**src/rtl/dmem_access_unit.sv**
```systemverilog
// MEM-stage load/store initiator for a negedge-sampled word memory; sub-word stores are read-modify-write.
// Latency: 1 (misaligned), 2 (load / word store), 3 (byte/half store); req_ready only in IDLE, so stall holds the pipe.
module dmem_access_unit #(
  parameter int ADDR_W = 10
) (
  input  logic        clk,
  input  logic        rst,
  input  logic        req_valid,
  output logic        req_ready,
  input  logic        req_write,
  input  logic [1:0]  req_size,
  input  logic        req_unsigned,
  input  logic [31:0] req_addr,
  input  logic [31:0] req_wdata,
  output logic        resp_valid,
  output logic [31:0] resp_rdata,
  output logic        resp_misaligned,
  output logic        stall,
  output logic        readEn,
  output logic        writeEn,
  output logic [31:0] address,
  output logic [31:0] WriteData,
  input  logic [31:0] ReadData
);

  typedef enum logic [2:0] {IDLE, READ, RMW_RD, RMW_WR, WRITE, RESP} state_t;

  state_t            state_q, state_d;
  logic [ADDR_W+1:0] addr_q, addr_d;
  logic [1:0]        size_q, size_d;
  logic              write_q, write_d;
  logic              uns_q, uns_d;
  logic              mis_q, mis_d;
  logic [31:0]       wdata_q, wdata_d;
  logic [31:0]       rdata_q, rdata_d;
  logic [31:0]       merge_q, merge_d;

  logic [4:0]  lane_sh;
  logic [31:0] lane;
  logic [31:0] lane_mask;
  logic [31:0] load_ext;
  logic [31:0] store_merge;
  logic        req_mis;

  // Byte-address bits above the memory span wrap and are intentionally dropped.
  logic unused_addr_hi;
  assign unused_addr_hi = ^req_addr[31:ADDR_W+2];

  always_comb begin
    lane_sh   = 5'd0;
    lane_mask = 32'hFFFF_FFFF;
    if (size_q == 2'b00) begin
      lane_sh   = {addr_q[1:0], 3'b000};
      lane_mask = 32'h0000_00FF << lane_sh;
    end else if (size_q == 2'b01) begin
      lane_sh   = {addr_q[1], 4'b0000};
      lane_mask = 32'h0000_FFFF << lane_sh;
    end
    lane = ReadData >> lane_sh;
    case (size_q)
      2'b00:   load_ext = {{24{~uns_q & lane[7]}}, lane[7:0]};
      2'b01:   load_ext = {{16{~uns_q & lane[15]}}, lane[15:0]};
      default: load_ext = ReadData;
    endcase
    store_merge = (ReadData & ~lane_mask) | ((wdata_q << lane_sh) & lane_mask);
    req_mis = ((req_size == 2'b01) && req_addr[0]) ||
              (req_size[1] && (req_addr[1:0] != 2'b00));
  end

  always_comb begin
    state_d = state_q;
    addr_d  = addr_q;
    size_d  = size_q;
    write_d = write_q;
    uns_d   = uns_q;
    mis_d   = mis_q;
    wdata_d = wdata_q;
    rdata_d = rdata_q;
    merge_d = merge_q;
    case (state_q)
      IDLE: begin
        if (req_valid) begin
          addr_d  = req_addr[ADDR_W+1:0];
          size_d  = req_size;
          write_d = req_write;
          uns_d   = req_unsigned;
          wdata_d = req_wdata;
          mis_d   = req_mis;
          if (req_mis)         state_d = RESP;
          else if (!req_write) state_d = READ;
          else if (req_size[1]) state_d = WRITE;
          else                 state_d = RMW_RD;
        end
      end
      READ: begin
        rdata_d = load_ext;
        state_d = RESP;
      end
      RMW_RD: begin
        merge_d = store_merge;
        state_d = RMW_WR;
      end
      RMW_WR:  state_d = RESP;
      WRITE:   state_d = RESP;
      RESP:    state_d = IDLE;
      default: state_d = IDLE;
    endcase
  end

  always_ff @(posedge clk) begin
    if (rst) begin
      state_q <= IDLE;
      addr_q  <= '0;
      size_q  <= '0;
      write_q <= 1'b0;
      uns_q   <= 1'b0;
      mis_q   <= 1'b0;
      wdata_q <= '0;
      rdata_q <= '0;
      merge_q <= '0;
    end else begin
      state_q <= state_d;
      addr_q  <= addr_d;
      size_q  <= size_d;
      write_q <= write_d;
      uns_q   <= uns_d;
      mis_q   <= mis_d;
      wdata_q <= wdata_d;
      rdata_q <= rdata_d;
      merge_q <= merge_d;
    end
  end

  // Memory strobes depend only on registered state so they are settled by the negedge.
  assign readEn    = ~rst & ((state_q == READ) || (state_q == RMW_RD));
  assign writeEn   = ~rst & ((state_q == WRITE) || (state_q == RMW_WR));
  assign address   = {{(32-ADDR_W){1'b0}}, addr_q[ADDR_W+1:2]};
  assign WriteData = (state_q == RMW_WR) ? merge_q : wdata_q;

  assign req_ready       = (state_q == IDLE);
  assign stall           = ~req_ready;
  assign resp_valid      = (state_q == RESP);
  assign resp_misaligned = resp_valid & mis_q;
  assign resp_rdata      = (resp_valid && !write_q && !mis_q) ? rdata_q : 32'd0;

endmodule
```
**config.mk**
```make
export PLATFORM = sky130hd
export DESIGN_NAME = dmem_access_unit
export DESIGN_NICKNAME = d
export VERILOG_FILES = /design/src/rtl/dmem_access_unit.sv
export SDC_FILE = /design/constraint.sdc
export NUM_CORES = 1
export LEC_CHECK = 0
export ABC_AREA = 1
export BUFFER_PORTS_ARGS = -buffer_cell sky130_fd_sc_hd__clkbuf_2
export CAP_MARGIN = 30
export CELL_PAD_IN_SITES_DETAIL_PLACEMENT = 0
export CELL_PAD_IN_SITES_GLOBAL_PLACEMENT = 1
export CORE_MARGIN = 5
export CORE_UTILIZATION = 32
export DETAILED_ROUTE_END_ITERATION = 7
export PLACE_DENSITY_LB_ADDON = 0.1
export SYNTH_ARGS = -nofsm -noshare
export SYNTH_HDL_FRONTEND = slang
export SYNTH_SLANG_ARGS = --single-unit
```
**constraint.sdc**
```tcl
create_clock -name clk -period 1.42 [get_ports clk]
set_input_delay 0.071 -clock clk [delete_from_list [all_inputs] [get_ports clk]]
set_output_delay 0.071 -clock clk [all_outputs]
set_load 0.03 [all_outputs]
```
After elaboration in Yosys (flattened, before gate mapping)
Cells that the tools add are included.

Output and inout bits: 102. Logic and storage cells: 59. Register bits after elaboration: 116. Input port bits: 103.

Shift operators: 4. Bitwise logic cells: 12. Reduce and logical (&&, ||, !) cells: 14. Multiplexer cells: 12. Equal/unequal tests: 8.

Operators with widths (number): 2-to-1 mux 32 bit (4); AND 32 bit (2); one-hot mux 32 bit (2 select lines) (1); inverter 32 bit (1); OR 32 bit (1); left shift 16 x 5 -> 32 bit (first input constant) (1); left shift 32 x 5 -> 32 bit (1); left shift 8 x 5 -> 32 bit (first input constant) (1); >> shifter 32 x 5 -> 16 bit (1); 2-to-1 mux 3 bit (4); 2-to-1 mux 5 bit (2); one-hot mux 3 bit (3 select lines) (1); equality test 3 x 2 -> 1 bit (second input constant) (2); equality test 3 bit (second input constant) (2); AND 1 bit (5); equality test 2 x 1 -> 1 bit (second input constant) (2); logical AND 1 bit (4); equality test 3 x 1 -> 1 bit (second input constant) (1); zero test 3 bit (1); logical OR 1 bit (3); inverter 1 bit (3); OR reduction 3 bit (1); zero test 1 bit (2); zero test 2 bit (1); other kinds (3) (3).

Logic depth before layout (Yosys ltp)
Depth after elaboration: 6. Depth in mapped cells: 12. Mapped depth without buffers: 10.

Worst setup path after synthesis
OpenSTA, ideal clock, no wires.

Path type: register to output. Start point: reg state_q[1]. End point: out resp_rdata[0]. Arrival time: 1.848 ns. Path slack: -0.499 ns. Stages on the path, launching flop included: 7. Buffers on the path: 1. Cell sequence: dfxtp_1 > inv_1 > nand2_1 > nor2_1 > nand3_1 > clkbuf_1 > nor2_1.

Cells in the longest elaborated chain, start to end: 4.

RTL lines: start: declaration (line 28) `state_t state_q, state_d;`; start signal: assignment (line 122) `state_q <= state_d;`; equality test 3 bit (line 142) `assign resp_valid = (state_q == RESP);`; via resp_valid (line 15) `output logic resp_valid,`; logical AND 1 bit (2 in a row) (line 144) `assign resp_rdata = (resp_valid && !write_q && !mis_q) ? rdata_q : 32'd0;`; 2-to-1 mux 32 bit (line 144); end: declaration (line 16) `output logic [31:0] resp_rdata,`.

The timed path passes the listed nets, and every way through them passes these cells.

Worst setup path in the final report
Start point: reg state_q[1]. End point: out resp_rdata[28].

Cells in the longest elaborated chain, start to end: 4.

RTL lines (line): equality test 3 bit (142); logical AND 1 bit (2 in a row) (144); 2-to-1 mux 32 bit (144).

Every way passes these cells.

==> flow_metrics.tcl <==
set metrics [dict create \
    die_w_um 151.6 \
    nFillCells 1777 \
    wire_per_inst_um 18.18 \
    vias 7691 \
    area_growth_pct 87.15 \
    hold_viol 0 \
    final_cell_mix "134 x a21oi_1, 109 x dfxtp_1, 106 x inv_1" \
    synth_cells 963 \
    drt_iter0_markers 545 \
    syn_avg_cell_area_um2 6.664 \
    fin_util_pct 61.31 \
    clock_path_buffers 2 \
    cpPeakStageDelay_ps 330 \
    final_cells 1539 \
    dp_hpwl_um 18340 \
    worst_slack_ps -313.6 \
    required_ps 1350 \
    min_period_ps 1734 \
    synth_top_cell_by_area "dfxtp_1" \
    cts_buffers 17 \
    multi_input_area_um2 4529 \
    rsz0062_at_grt "yes" \
    ys_types 34 \
    drive_above_1_share_pct 46.86 \
    seq_area_um2 2341 \
    fp-row-count 51 \
    clkSlewWorstSetupHoldPaths_ps 60 \
    dp_slack_ps -218.1 \
    place_inst 1392 \
    drv_slew 0 \
    dieHeight_um 151.6 \
    initial_core_util_pct 32.76 \
    final_common_cell "a21oi_1" \
    synth-seq-cells 116 \
    cp_slowest_cell "dfxtp_2" \
    grt_pass1_vias 7255 \
    vdd_drop_max_mv 0.8780 \
    finalSetupViolCount 125 \
    wirelength_um 27980 \
    hold_path.class "in -> reg" \
    diodes 0 \
    drtPass1Iterations 6 \
    cts_tree "built" \
    cp.arrival_ps 1660 \
    cts_root_buf "clkbuf_16" \
    ioPinCount 205 \
    fmax_mhz 576.8 \
    nNetsFinal 1364 \
    htreeDepth 4 \
    gp_congestion 0.8611 \
    status "finished, violations left" \
    leakage_nw 5.106 \
    crit_fanout 6 \
    finalCritPeriodShare_pct 122.1 \
    worstSetupPathType "reg -> out" \
    yosysTopAreaCellShare_pct 36.19 \
    detail-route-antenna-nets 0 \
    overflow 0 \
    antenna_found_initial 0 \
    synth_area_leaders "dfxtp_1 36%, a21oi_1 15%, nand2_1 7.5%" \
    portBuffers 162 \
    cts_num_sinks 116 \
    end_kind "output pin" \
    crit_path_frequent_cell "nor2_4" \
    grt_first_pass_wirelength_um 40060 \
    coreArea_um2 19590 \
    grt_start_max_net_pins 57 \
    grtUsageTotal_pct 22.77 \
    yosys_warnings 0 \
    failed_checks "setup timing" \
    critPathLaunchType "flop" \
    cp_cell_sequence "inv_2 > nand2_4 > nor2_4 > nand3_4 > buf_12 > buf_16 > nor2_4 > buf_8" \
    power.density_nw_per_um2 1138 \
    die_area_um2 22990 \
    drv_cap 0 \
    ys_seq_area_share_pct 36.19 \
    clk_latency_ps 420 \
    syn_area_um2 6417 \
    viasPerCell 4.997 \
    route.detailed.drc 0 \
    finClkSkew_ps 15.19 \
]
## final cells by class
type,instances,area share [%]
Inverter,120,4.052
Sequential cell,116,19.49
Timing Repair inverter,1,0.06251
Timing Repair Buffer,359,30.65
Multi-Input combinational cell,646,37.71
Tap cell,265,2.761
Clock buffer,22,3.782
Clock inverter,10,1.490
## worst max-delay path: cells and delay by family, from the launching register on
kind,cells,cell delay [ps]
buffers and inverters,4,530
flip-flops,1,330
AND/OR/NAND/NOR,4,360
## cell usage after synthesis (all sizes together)
cell / count
a211oi: 1
a21oi: 194
a31oi: 5
buf: 61
clkbuf: 41
clkinv: 2
conb: 1
dfxtp: 116
inv: 118
nand2: 132
nand3: 71
nand4: 1
nor2: 82
nor3: 4
o2111ai: 7
o211ai: 10
o21ai: 111
o221ai: 3
o22ai: 1
or2: 2
## stage by stage
stage / hold WS (ps) / total power (W) / cell area, µm² / setup TNS, ps
2_1_floorplan: 232.8 / 0.006053 / 6860 / -2907
3_3_place_gp: 330.7 / 0.007179 / 8177 / -5623
3_5_place_dp: 330.8 / 0.007178 / 8177 / -7236
4_1_cts: 17.51 / 0.01291 / 10840 / -28660
5_1_grt: 27.12 / 0.01425 / 12010 / -34580
6_report: 1.536 / 0.01367 / 12010 / -24450
## worst paths after layout
path | from | end | slack, ps | depth (start not counted)
max reg2reg | size_q[1] | merge_q[21] | -180 | 9
min | ReadData[8] | merge_q[8] | 2 | 3
max | state_q[1] | resp_rdata[28] | -310 | 8
min reg2reg | addr_q[6] | addr_q[6] | 460 | 2
## what timing repair did
item	CTS	global route
endpoints found under the hold margin	53	0
cloned	11	6
buffers inserted	28	29
hold buffers	50	0
pin swaps	34	57
setup endpoints to repair	142	165
resized for setup	280	284
## cells by family (layout without fill, tap and decap cells)
group / count (synthesis) / after routing / share of synthesized area (%)
compound gates: 332 / 332 / 27.32
buf+inv: 222 / 512 / 16.12
flops: 116 / 116 / 36.19
simple gates: 292 / 292 / 20.32
other cells: 1 / 22 / 0.05843
## layer usage
layer	vias up	wire (µm)	part of all wire (%)	GRT usage, %
li1	3744	-	-	-
met1	3624	12370	44	31.54
met2	279	13150	47	36.01
met3	44	2002	7.2	5.175
met4	0	462	1.7	5.571
met5	-	0	0	0
## report_power, final
part	internal (W)	total [W]	switching, W	leakage [nW]
logic	0.00224	0.00518	0.00294	3.84
clock network	0.00315	0.00469	0.00154	0.312
registers	0.00358	0.00380	0.000216	0.953
total	0.00898	0.0137	0.00469	5.11
## state kept, by name, indices dropped and copies added (netlist names), 2 cells and up
| signal | count |
|---|---|
| merge_q | 32 |
| rdata_q | 32 |
| wdata_q | 32 |
| addr_q | 12 |
| state_q | 3 |
| size_q | 2 |
Note: power is estimated with default switching activity, not from simulation.
